### config.mk
export PLATFORM = sky130hd
export DESIGN_NAME = cursor_turn_fsm
export DESIGN_NICKNAME = d
export VERILOG_FILES = /design/src/rtl/game_pkg.sv /design/src/rtl/key_repeat.sv /design/src/rtl/cursor_turn_fsm.sv
export SDC_FILE = /design/constraint.sdc
export NUM_CORES = 1
export LEC_CHECK = 0
export ABC_AREA = 1
export CORE_MARGIN = 1.5
export CORE_UTILIZATION = 50
export CTS_BUF_LIST = sky130_fd_sc_hd__clkbuf_4 sky130_fd_sc_hd__clkbuf_8
export CTS_CLUSTER_SIZE = 30
export DETAILED_ROUTE_END_ITERATION = 10
export PLACE_DENSITY = 0.75
export SYNTH_ARGS = -nofsm -noshare
export SYNTH_HDL_FRONTEND = slang
export SYNTH_SLANG_ARGS = --single-unit
### constraint.sdc
create_clock -name clk -period 2.6 [get_ports clk]
set_input_delay 0.65 -clock clk [delete_from_list [all_inputs] [get_ports clk]]
set_output_delay 0.65 -clock clk [all_outputs]
set_load 0.01 [all_outputs]
### src/rtl/game_pkg.sv
// Shared encodings for the board-game flow controller: state codes,
// cursor directions and the width helper used for parameter-sized ports.
package game_pkg;

    localparam logic [3:0] S_IDLE       = 4'd0;
    localparam logic [3:0] S_SELECT     = 4'd1;
    localparam logic [3:0] S_ERASE      = 4'd2;
    localparam logic [3:0] S_DRAW       = 4'd3;
    localparam logic [3:0] S_DETECT     = 4'd4;
    localparam logic [3:0] S_DET_WAIT   = 4'd5;
    localparam logic [3:0] S_PLACE      = 4'd6;
    localparam logic [3:0] S_PLACE_WAIT = 4'd7;
    localparam logic [3:0] S_CHECK      = 4'd8;
    localparam logic [3:0] S_TURN       = 4'd9;
    localparam logic [3:0] S_END        = 4'd10;

    typedef enum logic [1:0] {
        DIR_UP    = 2'd0,
        DIR_DOWN  = 2'd1,
        DIR_LEFT  = 2'd2,
        DIR_RIGHT = 2'd3
    } dir_e;

    // $clog2 with a floor of one bit so single-value ranges still get a wire.
    function automatic int width_of(input int n);
        return (n <= 1) ? 1 : $clog2(n);
    endfunction

endpackage

### src/rtl/key_repeat.sv
// Held-key auto-repeat: one event on the press edge, then one after
// REPEAT_DELAY cycles and every REPEAT_PERIOD cycles while still held.
module key_repeat
    import game_pkg::*;
#(
    parameter int REPEAT_DELAY  = 25_000_000,
    parameter int REPEAT_PERIOD = 5_000_000
) (
    input  logic clk,
    input  logic restart,
    input  logic key,
    output logic evt
);

    localparam int CNT_MAX = (REPEAT_DELAY > REPEAT_PERIOD) ? REPEAT_DELAY : REPEAT_PERIOD;
    localparam int CW      = width_of(CNT_MAX + 1);

    localparam logic [CW-1:0] DELAY_LOAD  = CW'(REPEAT_DELAY - 1);
    localparam logic [CW-1:0] PERIOD_LOAD = CW'(REPEAT_PERIOD - 1);

    logic          key_q;
    logic [CW-1:0] cnt;

    // The counter reloads one short so that terminal count lands exactly
    // REPEAT_DELAY / REPEAT_PERIOD cycles after the previous event.
    assign evt = key & (~key_q | (cnt == '0));

    always_ff @(posedge clk) begin
        if (restart) begin
            key_q <= 1'b0;
            cnt   <= '0;
        end else begin
            key_q <= key;
            if (!key)
                cnt <= '0;
            else if (!key_q)
                cnt <= DELAY_LOAD;
            else if (cnt == '0)
                cnt <= PERIOD_LOAD;
            else
                cnt <= cnt - CW'(1);
        end
    end

endmodule

### src/rtl/cursor_turn_fsm.sv
// Game-flow controller: cursor movement with auto-repeat, place/detect
// handshakes, player rotation and end-of-game detection.
//
// state      | meaning
// IDLE       | waiting for go; cursor/player/passes at start values
// SELECT     | cursor shown, waiting for jump/place/move event
// ERASE      | blank old cell; cursor steps on exit
// DRAW       | draw cursor at new cell
// DETECT     | request legality check
// DET_WAIT   | wait for detect_done
// PLACE      | request disk placement
// PLACE_WAIT | wait for place_done
// CHECK      | sample win
// TURN       | advance player; END after a full round of passes
// END        | game over, waiting for go
module cursor_turn_fsm
    import game_pkg::*;
#(
    parameter int BOARD_W       = 8,
    parameter int BOARD_H       = 8,
    parameter int NUM_PLAYERS   = 2,
    parameter int WRAP          = 1,
    parameter int REPEAT_DELAY  = 25_000_000,
    parameter int REPEAT_PERIOD = 5_000_000
) (
    input  logic                               clk,
    input  logic                               restart,
    input  logic                               go,
    input  logic                               move_up,
    input  logic                               move_down,
    input  logic                               move_left,
    input  logic                               move_right,
    input  logic                               place,
    input  logic                               jump,
    input  logic                               detect_done,
    input  logic                               confirm,
    input  logic                               place_done,
    input  logic                               win,
    output logic [width_of(BOARD_W)-1:0]       cursor_x,
    output logic [width_of(BOARD_H)-1:0]       cursor_y,
    output logic [width_of(NUM_PLAYERS)-1:0]   player,
    output logic                               draw_cell,
    output logic                               plot_empty,
    output logic                               detect,
    output logic                               place_disk,
    output logic                               turn_side,
    output logic                               illegal,
    output logic                               game_over,
    output logic [3:0]                         state
);

    localparam int XW = width_of(BOARD_W);
    localparam int YW = width_of(BOARD_H);
    localparam int PW = width_of(NUM_PLAYERS);
    localparam int CW = width_of(NUM_PLAYERS + 1);

    localparam logic [XW-1:0] X_MAX  = XW'(BOARD_W - 1);
    localparam logic [YW-1:0] Y_MAX  = YW'(BOARD_H - 1);
    localparam logic [PW-1:0] P_LAST = PW'(NUM_PLAYERS - 1);
    localparam logic [CW-1:0] P_ALL  = CW'(NUM_PLAYERS);

    logic          up_evt, down_evt, left_evt, right_evt;
    logic          place_q, jump_q;
    logic          place_evt, jump_evt, move_evt;
    dir_e          move_dir, dir;
    logic [CW-1:0] pass_cnt;
    logic [XW-1:0] next_x;
    logic [YW-1:0] next_y;

    key_repeat #(.REPEAT_DELAY(REPEAT_DELAY), .REPEAT_PERIOD(REPEAT_PERIOD))
        u_rep_up    (.clk(clk), .restart(restart), .key(move_up),    .evt(up_evt));
    key_repeat #(.REPEAT_DELAY(REPEAT_DELAY), .REPEAT_PERIOD(REPEAT_PERIOD))
        u_rep_down  (.clk(clk), .restart(restart), .key(move_down),  .evt(down_evt));
    key_repeat #(.REPEAT_DELAY(REPEAT_DELAY), .REPEAT_PERIOD(REPEAT_PERIOD))
        u_rep_left  (.clk(clk), .restart(restart), .key(move_left),  .evt(left_evt));
    key_repeat #(.REPEAT_DELAY(REPEAT_DELAY), .REPEAT_PERIOD(REPEAT_PERIOD))
        u_rep_right (.clk(clk), .restart(restart), .key(move_right), .evt(right_evt));

    assign place_evt = place & ~place_q;
    assign jump_evt  = jump & ~jump_q;
    assign move_evt  = up_evt | down_evt | left_evt | right_evt;

    always_comb begin
        move_dir = DIR_RIGHT;
        if (up_evt)
            move_dir = DIR_UP;
        else if (down_evt)
            move_dir = DIR_DOWN;
        else if (left_evt)
            move_dir = DIR_LEFT;
    end

    // At an edge the cursor either wraps or stays; the erase/draw pair runs regardless.
    always_comb begin
        next_x = cursor_x;
        next_y = cursor_y;
        case (dir)
            DIR_UP:    next_y = (cursor_y == '0)   ? ((WRAP != 0) ? Y_MAX : '0) : cursor_y - YW'(1);
            DIR_DOWN:  next_y = (cursor_y == Y_MAX) ? ((WRAP != 0) ? '0 : Y_MAX) : cursor_y + YW'(1);
            DIR_LEFT:  next_x = (cursor_x == '0)   ? ((WRAP != 0) ? X_MAX : '0) : cursor_x - XW'(1);
            DIR_RIGHT: next_x = (cursor_x == X_MAX) ? ((WRAP != 0) ? '0 : X_MAX) : cursor_x + XW'(1);
            default:   ;
        endcase
    end

    always_ff @(posedge clk) begin
        if (restart) begin
            state    <= S_IDLE;
            cursor_x <= '0;
            cursor_y <= '0;
            player   <= '0;
            pass_cnt <= '0;
            dir      <= DIR_UP;
            illegal  <= 1'b0;
            place_q  <= 1'b0;
            jump_q   <= 1'b0;
        end else begin
            place_q <= place;
            jump_q  <= jump;
            illegal <= 1'b0;
            case (state)
                S_IDLE:
                    if (go) state <= S_SELECT;
                S_SELECT:
                    if (jump_evt) begin
                        pass_cnt <= pass_cnt + CW'(1);
                        state    <= S_TURN;
                    end else if (place_evt) begin
                        state <= S_DETECT;
                    end else if (move_evt) begin
                        dir   <= move_dir;
                        state <= S_ERASE;
                    end
                S_ERASE: begin
                    cursor_x <= next_x;
                    cursor_y <= next_y;
                    state    <= S_DRAW;
                end
                S_DRAW:
                    state <= S_SELECT;
                S_DETECT:
                    state <= S_DET_WAIT;
                S_DET_WAIT:
                    if (detect_done) begin
                        if (confirm) begin
                            state <= S_PLACE;
                        end else begin
                            illegal <= 1'b1;
                            state   <= S_SELECT;
                        end
                    end
                S_PLACE:
                    state <= S_PLACE_WAIT;
                S_PLACE_WAIT:
                    if (place_done) begin
                        pass_cnt <= '0;
                        state    <= S_CHECK;
                    end
                S_CHECK:
                    state <= win ? S_END : S_TURN;
                S_TURN: begin
                    player <= (player == P_LAST) ? '0 : player + PW'(1);
                    state  <= (pass_cnt == P_ALL) ? S_END : S_SELECT;
                end
                S_END:
                    if (go) begin
                        cursor_x <= '0;
                        cursor_y <= '0;
                        player   <= '0;
                        pass_cnt <= '0;
                        state    <= S_IDLE;
                    end
                default:
                    state <= S_IDLE;
            endcase
        end
    end

    assign draw_cell  = (state == S_SELECT) || (state == S_DRAW);
    assign plot_empty = (state == S_ERASE);
    assign detect     = (state == S_DETECT);
    assign place_disk = (state == S_PLACE);
    assign turn_side  = (state == S_TURN);
    assign game_over  = (state == S_END);

endmodule

==> results.toml <==
[run_status]
outcome = "finished clean"

[final_layout]
n_fill_cell = 1295
n_antenna_cell = 0
multi_input_area_sq_mm = 0.00368
register_area_sq_mm = 0.00245
drive_gt1_share_pct = 10.5
stdcell_count = 1196
area_growth_pct = 14.3
final_nets = 1037
post-route-util_pct = 58.2

[routing]
vias = 6031
wl_per_cell_um = 12.1
drt_iter0_drc = 379
antenna_left = 0
drc = 0
viasPerCell = 5.04
drt_wl_total_mm = 14.5
first_pass_iters = 5

[synthesis]
yosys_register_bits = 122
synth_warnings = 0
synth_ff_type = "dfxtp_1"
syn_inst = 960
seq_area_frac_synth_pct = 36.5
synthTopCellsByArea = "dfxtp_1 37%, nand2_1 9.0%, nor2_1 8.9%"
avgSynthCellArea_sq_um = 6.97
synth_cell_types = 49
synth_fp_nets = 990
yosysTopAreaCellShare_pct = 36.5
syn_area_sq_mm = 0.00669
synthArstFlopShare_pct = 0
synth_edf_count = 0
synth_area_leader_cell = "dfxtp_1"

[floorplan]
die_w_um = 119
start_util_pct = 50.9
ioPinCount = 31
num_rows = 42
fp.dieArea_sq_mm = 0.0141
die_height_um = 119
coreArea_sq_mm = 0.0131

[global_routing]
grt_overflow = 0
top_usage_layer = "met2"
grt_max_degree = 17
grt_pass1_wl_mm = 24.7
use_met2_pct = 34.3
grtUsageMet1_pct = 28.0
antenna_found_initial = 0
grt_usage_pct = 21.4
first_global_vias = 5580
grtUsageMet3_pct = 4.39

[critical_path]
critPathArrivalTime_ps = 1880
critPathLaunchType = "register"
critical_path_required_ps = 1950
criticalPathCategory = "reg2out"
crit_path_max_fanout = 7
endpoint_kind = "primary output"

[timing]
finalSetupTns_ps = 0
rsz0062_at_grt = "true"
finalSetupViolations = 0
fmax_ghz = 0.395
period_share_pct = 97.2
period_needed_ps = 2530
maxSlewHeadroom_pct = 65.8
hold_viol_final = 0
skew_ps = 12.8
worst_hold_slack_ps = 483
drv_slew = 0
setup_slack_ps = 71.5
worst_pin_slew_ps = 508

[place]
dp_cells = 1164
dp_hpwl_mm = 10.6
gp_congestion = 0.903
io_buffer_count = 30
dpl_worst_slack_ps = 416

[clocking]
clk_pin_slew_ps = 70
numCtsBuffers = 17
cts_tree = "done"
holdBufCountCts = 0
clock_latency_ps = 450
ctsLongestPathBuffers = 2
htree_num_levels = 4
clkSinkCount = 122
cts-root-buf = "clkbuf_8"

[pwr]
vdd_drop_max_v = 0.000481
leakagePower_nw = 3.50
pwr_density_cell_mw_per_mm2 = 703

[run]
cap_viol_max_count = 0

[worst_hold_path]
hold_class = "reg2reg"
==> placed cells by master (no fill, tap or decap), types with 4 or more instances in the layout <==
cell / netlist / routed
nand2_1: 160 / 160
inv_1: 135 / 135
xnor2_1: 15 / 15
o21ai_1: 6 / 6
nor2_2: 11 / 12
nor4_1: 8 / 8
clkbuf_8: 0 / 22
nor2_1: 159 / 158
nand3_1: 60 / 60
inv_2: 6 / 6
nand2_2: 11 / 11
o211ai_1: 5 / 5
nand4_1: 13 / 13
nand2_4: 4 / 4
clkdlybuf4s50_1: 0 / 30
o21bai_1: 5 / 5
a31oi_1: 7 / 7
buf_4: 0 / 8
nor2_4: 9 / 9
nor3_1: 16 / 16
a21oi_1: 69 / 69
or2_2: 4 / 4
nor3_4: 4 / 4
o21ai_0: 46 / 46
xor2_1: 22 / 22
ha_1: 17 / 17
dfxtp_1: 122 / 119
or2_0: 4 / 4
clkinv_2: 0 / 6
==> metal layers <==
metal  wire (um)  share of wire (%)
met4         229                1.6
met3         601                4.1
met1        7160                 49
met2        6510                 45
met5           0                  0
==> path summary, 6_finish.rpt <==
kind | from | endpoint | slack [ps] | cells past startpoint
hold reg to reg | u_rep_down.cnt[23] | u_rep_down.cnt[23] | 480 | 2
setup reg to reg | u_rep_right.cnt[0] | u_rep_right.cnt[20] | 570 | 11
setup / recovery | state[3] | game_over | 70 | 5
hold / removal | u_rep_down.cnt[23] | u_rep_down.cnt[23] | 480 | 2
==> critical path, cell delays in order, from the launching register on <==
cell	delay, ps
dfxtp_1	440
nand2_1	120
inv_2	80
nand2_2	110
inv_2	130
clkdlybuf4s50_1	540
==> synthesized netlist by cell type (6+ instances only) <==
| master | instances |
|---|---|
| a21oi_1 | 69 |
| a31oi_1 | 7 |
| dfxtp_1 | 122 |
| ha_1 | 17 |
| inv_1 | 135 |
| inv_2 | 6 |
| nand2_1 | 160 |
| nand2_2 | 11 |
| nand3_1 | 60 |
| nand4_1 | 13 |
| nor2_1 | 159 |
| nor2_2 | 11 |
| nor2_4 | 9 |
| nor3_1 | 16 |
| nor4_1 | 8 |
| o21ai_0 | 46 |
| o21ai_1 | 6 |
| xnor2_1 | 15 |
| xor2_1 | 22 |
==> timing repair <==
action                     in CTS  in global routing
hold endpoints to repair        0                  0
cloned                          0                  0
setup buffers                   0                  0
setup endpoints to repair       2                  6
resized for setup               2                  4
==> logic make-up (layout without fill, tap and decap cells) <==
kind of cell	count (synthesis)	in the layout	synth area share, %
and+or+nand+nor	479	479	34.3
adders and majority gates	17	17	3.18
buffers and inverters	152	212	8.58
DFF	122	122	36.5
xor gates and xnor gates	37	37	4.84
AOI/OAI and AO/OA	153	153	12.6
==> area by class of cell <==
| type | count | area share (%) |
|---|---|---|
| clock inverter | 8 | 1.18 |
| clock buffer | 24 | 4.16 |
| inverter | 142 | 6.97 |
| multi-input combinational | 686 | 48.1 |
| timing repair buffer | 38 | 4.71 |
| sequential | 122 | 32.0 |
| tap | 176 | 2.88 |
==> metrics by stage <==
stage          power [W]  area [sq um]
2_1_floorplan    0.00323          6690
3_3_place_gp     0.00363          7230
3_5_place_dp     0.00365          7230
4_1_cts          0.00539          7640
5_1_grt          0.00570          7650
6_report         0.00537          7650
==> sequential cells by signal, indices dropped and copies added, names as in the netlist <==
signal             count
place_q                1
u_rep_left.key_q       1
u_rep_down.key_q       1
player                 1
pass_cnt               2
u_rep_up.key_q         1
u_rep_down.cnt        25
u_rep_right.cnt       25
u_rep_right.key_q      1
u_rep_up.cnt          25
dir                    2
cursor_x               3
cursor_y               3
state                  4
u_rep_left.cnt        25
jump_q                 1
illegal                1
==> report_power, final <==
| group | switching [W] | internal [W] | total, W |
|---|---|---|---|
| Combinational | 0.000859 | 0.000585 | 0.00144 |
| Sequential | 0.000174 | 0.00202 | 0.00220 |
| Clock | 0.000742 | 0.000991 | 0.00173 |
Power figures use the tool's default switching activity.
